--- config.mk ---
export PLATFORM = sky130hd
export DESIGN_NAME = bp_cfg_init_sequencer
export DESIGN_NICKNAME = d
export VERILOG_FILES = /design/src/rtl/bp_cfg_init_pkg.sv /design/src/rtl/bp_cfg_init_credit_counter.sv /design/src/rtl/bp_cfg_init_sequencer.sv
export SDC_FILE = /design/constraint.sdc
export NUM_CORES = 1
export LEC_CHECK = 0
export CORE_MARGIN = 2
export CORE_UTILIZATION = 35
export CTS_CLUSTER_SIZE = 20
export DETAILED_ROUTE_END_ITERATION = 7
export PLACE_DENSITY = 0.78
export SETUP_SLACK_MARGIN = 0.3
export SLEW_MARGIN = 10
export SYNTH_ARGS = -nofsm -noshare
export SYNTH_HDL_FRONTEND = slang
export SYNTH_HIERARCHICAL = 1
export SYNTH_SLANG_ARGS = --single-unit
--- constraint.sdc ---
create_clock -name clk_i -period 3.1 [get_ports clk_i]
set_input_delay 0.775 -clock clk_i [delete_from_list [all_inputs] [get_ports clk_i]]
set_output_delay 0.775 -clock clk_i [all_outputs]
set_load 0.005 [all_outputs]
--- src/rtl/bp_cfg_init_pkg.sv ---
// Shared definitions for the boot-time config-link init sequencer.
// Optional feature macro: BP_CFG_INIT_NPC_WRITE_EN (adds the per-core npc write).
package bp_cfg_init_pkg;

    // Selectable processor configurations
    typedef enum logic [1:0] {
        e_bp_single_core_cfg = 2'd0,
        e_bp_dual_core_cfg   = 2'd1,
        e_bp_quad_core_cfg   = 2'd2
    } bp_params_e;

    // Subset of the proc-param struct this block consumes
    typedef struct packed {
        logic [7:0] cc_x_dim;
        logic [7:0] cc_y_dim;
        logic [7:0] coh_noc_max_credits;
    } bp_proc_param_s;

    // Config-link register word addresses
    typedef enum logic [2:0] {
        e_cfg_freeze      = 3'd0,
        e_cfg_core_id     = 3'd1,
        e_cfg_icache_mode = 3'd2,
        e_cfg_dcache_mode = 3'd3,
        e_cfg_cce_mode    = 3'd4,
        e_cfg_coh_credits = 3'd5,
        e_cfg_npc         = 3'd6
    } bp_cfg_reg_e;

    localparam int unsigned cfg_reg_idx_width = 3;

`ifdef BP_CFG_INIT_NPC_WRITE_EN
    localparam int unsigned cfg_writes_per_core = 7;
`else
    localparam int unsigned cfg_writes_per_core = 6;
`endif

    // Sequencer FSM states
    localparam logic [2:0] e_reset       = 3'd0;
    localparam logic [2:0] e_send        = 3'd1;
    localparam logic [2:0] e_drain       = 3'd2;
    localparam logic [2:0] e_unfreeze    = 3'd3;
    localparam logic [2:0] e_final_drain = 3'd4;
    localparam logic [2:0] e_done        = 3'd5;

    // Resolve a configuration selector to its parameter set
    function automatic bp_proc_param_s bp_proc_param_lookup(input bp_params_e cfg);
        bp_proc_param_s p;
        p.cc_x_dim            = 8'd1;
        p.cc_y_dim            = 8'd1;
        p.coh_noc_max_credits = 8'd8;
        case (cfg)
            e_bp_dual_core_cfg: p.cc_x_dim = 8'd2;
            e_bp_quad_core_cfg: begin
                p.cc_x_dim = 8'd2;
                p.cc_y_dim = 8'd2;
            end
            default: ;
        endcase
        return p;
    endfunction

    function automatic int unsigned bp_num_core(input bp_params_e cfg);
        bp_proc_param_s p;
        p = bp_proc_param_lookup(cfg);
        return 32'(p.cc_x_dim) * 32'(p.cc_y_dim);
    endfunction

    function automatic int unsigned bp_core_width(input bp_params_e cfg);
        int unsigned n;
        n = bp_num_core(cfg);
        return (n > 1) ? 32'($clog2(n)) : 32'd1;
    endfunction

endpackage

--- src/rtl/bp_cfg_init_credit_counter.sv ---
// Outstanding-write credit counter: +1 per transfer, -1 per ack, never wraps below 0.
module bp_cfg_init_credit_counter
#(
    parameter int unsigned max_p   = 4,
    parameter int unsigned width_p = 3
) (
    input  logic clk_i,
    input  logic reset_i,
    input  logic up_i,
    input  logic down_i,
    output logic full_o,
    output logic empty_o,
    output logic empty_next_c
);

    logic [width_p-1:0] count_r;
    logic [width_p-1:0] count_n;

    // Next count; simultaneous up and down cancel, ack at zero holds zero
    always_comb begin
        count_n = count_r;
        if (up_i && !down_i) begin
            count_n = count_r + width_p'(1);
        end else if (!up_i && down_i && (count_r != '0)) begin
            count_n = count_r - width_p'(1);
        end
    end

    // Count register
    always_ff @(posedge clk_i) begin
        if (reset_i) begin
            count_r <= '0;
        end else begin
            count_r <= count_n;
        end
    end

    assign full_o       = (count_r == width_p'(max_p));
    assign empty_o      = (count_r == '0);
    assign empty_next_c = (count_n == '0);

    // An ack with nothing outstanding means the sink is out of step
    ack_at_zero_a: assert property (@(posedge clk_i) disable iff (reset_i)
                                    !(down_i && !up_i && (count_r == '0)))
        else $error("credit counter: ack received with zero outstanding writes");

endmodule

--- src/rtl/bp_cfg_init_sequencer.sv ---
// Boot-time config sequencer: writes each core's config list, drains acks,
// then unfreezes every core and raises done_o.
// Optional feature macro: BP_CFG_INIT_NPC_WRITE_EN (per-core npc write).
module bp_cfg_init_sequencer
    import bp_cfg_init_pkg::*;
#(
    parameter bp_params_e  bp_params_p       = e_bp_single_core_cfg,
    parameter int unsigned cfg_addr_width_p  = 16,
    parameter int unsigned cfg_data_width_p  = 64,
    parameter int unsigned max_outstanding_p = 4,
    parameter logic [63:0] init_npc_p        = 64'h8000_0000
) (
    input  logic                                   clk_i,
    input  logic                                   reset_i,
    output logic                                   cfg_v_o,
    input  logic                                   cfg_ready_i,
    output logic [bp_core_width(bp_params_p)-1:0]  cfg_core_o,
    output logic [cfg_addr_width_p-1:0]            cfg_addr_o,
    output logic [cfg_data_width_p-1:0]            cfg_data_o,
    input  logic                                   cfg_ack_i,
    output logic                                   done_o
);

    localparam bp_proc_param_s proc_param_lp   = bp_proc_param_lookup(bp_params_p);
    localparam int unsigned    num_core_lp     = bp_num_core(bp_params_p);
    localparam int unsigned    core_width_lp   = bp_core_width(bp_params_p);
    localparam int unsigned    credit_width_lp = $clog2(max_outstanding_p + 1);

    localparam logic [cfg_reg_idx_width-1:0] last_reg_lp  = cfg_reg_idx_width'(cfg_writes_per_core - 1);
    localparam logic [core_width_lp-1:0]     last_core_lp = core_width_lp'(num_core_lp - 1);

    logic [2:0]                   state_r;
    logic [2:0]                   state_n;
    logic [cfg_reg_idx_width-1:0] reg_idx_r;
    logic [cfg_reg_idx_width-1:0] reg_idx_n;
    logic [core_width_lp-1:0]     core_idx_r;
    logic [core_width_lp-1:0]     core_idx_n;

    logic issuing;
    logic xfer;
    logic credit_full;
    logic credit_empty;
    logic credit_empty_next;
    logic unused_sigs;

    // Outstanding-write tracking
    bp_cfg_init_credit_counter #(
        .max_p   (max_outstanding_p),
        .width_p (credit_width_lp)
    ) credits (
        .clk_i        (clk_i),
        .reset_i      (reset_i),
        .up_i         (xfer),
        .down_i       (cfg_ack_i),
        .full_o       (credit_full),
        .empty_o      (credit_empty),
        .empty_next_c (credit_empty_next)
    );

    assign issuing = (state_r == e_send) || (state_r == e_unfreeze);
    assign cfg_v_o = issuing && !credit_full;
    assign xfer    = cfg_v_o && cfg_ready_i;

    // State and index registers
    always_ff @(posedge clk_i) begin
        if (reset_i) begin
            state_r    <= e_reset;
            reg_idx_r  <= '0;
            core_idx_r <= '0;
        end else begin
            state_r    <= state_n;
            reg_idx_r  <= reg_idx_n;
            core_idx_r <= core_idx_n;
        end
    end

    // Next state and index advance; drains are skipped when nothing is outstanding
    always_comb begin
        state_n    = state_r;
        reg_idx_n  = reg_idx_r;
        core_idx_n = core_idx_r;
        case (state_r)
            e_reset: state_n = e_send;
            e_send: begin
                if (xfer) begin
                    if (reg_idx_r == last_reg_lp) begin
                        reg_idx_n = '0;
                        if (core_idx_r == last_core_lp) begin
                            core_idx_n = '0;
                            state_n    = credit_empty_next ? e_unfreeze : e_drain;
                        end else begin
                            core_idx_n = core_idx_r + core_width_lp'(1);
                        end
                    end else begin
                        reg_idx_n = reg_idx_r + cfg_reg_idx_width'(1);
                    end
                end
            end
            e_drain: begin
                if (credit_empty_next) state_n = e_unfreeze;
            end
            e_unfreeze: begin
                if (xfer) begin
                    if (core_idx_r == last_core_lp) begin
                        core_idx_n = '0;
                        state_n    = credit_empty_next ? e_done : e_final_drain;
                    end else begin
                        core_idx_n = core_idx_r + core_width_lp'(1);
                    end
                end
            end
            e_final_drain: begin
                if (credit_empty_next) state_n = e_done;
            end
            e_done:  state_n = e_done;
            default: state_n = e_reset;
        endcase
    end

    // Write payload decode; the unfreeze pass and idle states drive zero data
    always_comb begin
        cfg_data_o = '0;
        if (state_r == e_send) begin
            case (bp_cfg_reg_e'(reg_idx_r))
                e_cfg_freeze, e_cfg_icache_mode,
                e_cfg_dcache_mode, e_cfg_cce_mode:
                    cfg_data_o = cfg_data_width_p'(1);
                e_cfg_core_id:
                    cfg_data_o = cfg_data_width_p'(core_idx_r);
                e_cfg_coh_credits:
                    cfg_data_o = cfg_data_width_p'(proc_param_lp.coh_noc_max_credits);
`ifdef BP_CFG_INIT_NPC_WRITE_EN
                e_cfg_npc:
                    cfg_data_o = cfg_data_width_p'(init_npc_p);
`endif
                default:
                    cfg_data_o = '0;
            endcase
        end
    end

    assign cfg_addr_o = cfg_addr_width_p'(reg_idx_r);
    assign cfg_core_o = core_idx_r;
    assign done_o     = (state_r == e_done);

`ifdef BP_CFG_INIT_NPC_WRITE_EN
    assign unused_sigs = credit_empty;
`else
    assign unused_sigs = ^{credit_empty, init_npc_p};
`endif

endmodule

==> key figures <==
Worst setup path
  • Critical path depth: 3
  • Setup crit end kind: primary output
  • Crit-path cells: nand2b_1 -> a2111oi_0 -> clkdlybuf4s50_1
  • Critical Path RT: 2.32 ns
  • Critical path peak fanout: 8
  • Slowest stage cell on the critical path: clkdlybuf4s50_1
  • CP top delay family: buffers and inverters
  • Worst Reg-to-Reg Cells: 12
  • Critical Path Max Stage Delay: 0.58 ns
  • Crit path kind: reg2out
  • CP Buf/Inv Count: 1
  • Reg2reg setup slack: 0.57 ns
  • Arr. time, crit path: roughly 1.9 ns
  • Crit path launch type: flop

Hold path
  • Hold depth: 2
  • Hold Crit Class: reg2reg

Drt
  • DRT antenna net count: 0
  • WL/cell: 7.48 um
  • Drt pass-1 iters: 4
  • Via count: roughly 740
  • # DRC: 0
  • Initial DRC Count: 38
  • Drt via density: 3.58
  • DRT Wirelength: 1550 um

Power and ir drop
  • Peak supply drop: 0.000141 V
  • P per Cell Area: 299 nW/um^2
  • LEAKAGE: 0.514 nW

Timing
  • Final setup violation count: 0
  • Max Clk Rate: 375 MHz
  • Count of pins over their slew limit: 0
  • RSZ-0062 raised after global routing: no
  • Final setup skew: slightly above 0.009 ns
  • Fin crit period: 2.67 ns
  • Final Hold Fails: 0
  • Setup TNS: 0 ns
  • Crit share post-route: 0.861

Logic synthesis
  • Ys async rst share: 0
  • Main synth FF type: dfxtp_1
  • Seq cells post-synth: 9
  • Ys Warns: 6
  • Register area share after synthesis: 0.152
  • Number of flops mapped to enable cells by yosys: 0
  • Post-Syn Area: 1190 um^2
  • Yosys cell types: 36
  • Syn Inst Count: 146
  • Syn Area/Cell: 8.14 um^2

Clock network
  • Num CTS Buffers: 3
  • Clk sink count: 9
  • CTS clock-pin slew for the worst setup and hold paths: approximately 0.06 ns
  • CTS HTree Levels: 1
  • Worst-Skew Late Latency: 0.27 ns
  • Root buf cell: clkbuf_4
  • Hold buffer count at cts: 0
  • Clock buffer depth: 2
  • CTS tree: done

Global routing
  • Total grt overflow: 0
  • Vias in the first global route: roughly 500
  • Pin count of the biggest net entering global routing: 12
  • Initial antenna violation count: 0
  • Gr usage total: 0.0695
  • Global-route wire length before repair: 2120 um

Layout
  • Area Growth Syn to Fin: -7.05%
  • Nets: around 170
  • N_diodes: 0
  • Number of fill cells: 374
  • Share of layout cells above drive strength 1: 0.0994
  • Final std cells w/o fill: around 210

Job
  • Max cap viols: 0

Placed design
  • GPL Wtd Cong: 0.705
  • Placed Cells: 200
  • PortBufs: 10
  • HPWL Detailed: about 1200 um

Die
  • I/O pins: 87
  • Total die area: 3880 um^2
  • Core Footprint: 3310 um^2
  • Initial Util: 0.359
  • FP Rows: 21
  • DIE HEIGHT: 62.3 um
  • DIE WIDTH: 62.3 um

Outcome
  • Run status: finished clean
==> cell families after synthesis <==
group,after synthesis,share of synthesized area
AND/OR/NAND/NOR,34,0.213
other,1,0.00315
AO/OA/AOI/OAI,17,0.0958
multiplexers,1,0.00842
adder cells (fa/ha/maj),3,0.0316
flip-flops,9,0.152
buffers and inverters,81,0.497
==> placed cells by master (no fill, tap or decap), types with 2 or more instances in the layout <==
master	instances
a211oi_1	2
a21oi_1	4
a311oi_1	2
buf_4	3
clkbuf_4	3
clkdlybuf4s50_1	10
conb_1	76
dfxtp_1	9
ha_1	3
inv_1	3
nand2_1	2
nand2b_1	3
nand3b_1	4
nor2_1	3
nor2b_1	4
nor3_1	2
o21ai_0	4
or4_1	3
==> metal layers <==
| layer | share of wire | track usage |
|---|---|---|
| met3 | 0.12 | 0.0435 |
| met1 | 0.40 | 0.0780 |
| met5 | 0 | 0 |
| met2 | 0.48 | 0.107 |
| met4 | 0.0065 | 0.0250 |
==> through the flow <==
stage	instance area (um^2)	power, mW	setup slack, ns	hold WS, ns	util
6_report	1100	0.331	0.432	0.530	0.334
5_1_grt	1100	0.354	0.315	0.581	0.334
4_1_cts	1080	0.329	0.414	0.537	0.326
3_5_place_dp	1050	0.235	0.132	0.528	0.318
3_3_place_gp	1050	0.231	0.174	0.514	0.318
2_1_floorplan	1470	0.279	0.753	0.495	-
==> sequential cells by signal (all words and copies together) (netlist names) <==
register / flops
credits/count_r: 3
reg_idx_r: 3
state_r: 3
==> layout make-up <==
class	count	area [um^2]	share of cell area
Clock buffer	4	26.3	0.0238
Inverter	4	18.8	0.0170
Multi-Input combinational cell	131	699	0.633
Sequential cell	9	180	0.163
Tap cell	46	57.6	0.0521
Timing Repair Buffer	13	123	0.111
==> cells in the mapped netlist, types with 2 or more instances <==
library cell | number | share of area
a21oi_1 | 4 | 0.017
nor2b_1 | 4 | 0.021
nor3_1 | 2 | 0.0084
nand2b_1 | 3 | 0.016
nor2_1 | 3 | 0.0095
buf_4 | 76 | 0.48
nand3b_1 | 4 | 0.025
a211oi_1 | 2 | 0.013
ha_1 | 3 | 0.032
inv_1 | 4 | 0.013
nand2_1 | 2 | 0.0063
o21ai_0 | 4 | 0.017
or4_1 | 3 | 0.019
a311oi_1 | 2 | 0.015
dfxtp_1 | 9 | 0.15
==> worst register-to-register path, delay by kind of cell (launching register included) <==
family	cells	cell delay, ns
AND/OR/NAND/NOR	4	0.59
AO/OA/AOI/OAI	4	0.85
flip-flops	1	0.39
adder cells (fa/ha/maj)	1	0.21
buffers and inverters	3	0.35
==> repair_timing <==
action / CTS / global route
buffers inserted: 0 / 3
endpoints found under the setup margin: 0 / 1
resized for setup: 0 / 1
==> where the power goes <==
part	internal (mW)	switching [mW]
registers	0.123	0.00785
logic	0.0475	0.0605
clock network	0.0497	0.0425
total	0.220	0.111
==> final timing paths <==
kind	from	end
worst max-delay path	state_r[2]	cfg_data_o[0]
worst min-delay path	reg_idx_r[0]	reg_idx_r[0]
worst max register to register	credits/count_r[0]	state_r[0]
worst min register to register	reg_idx_r[0]	reg_idx_r[0]
(Power assumes the default switching activity.)
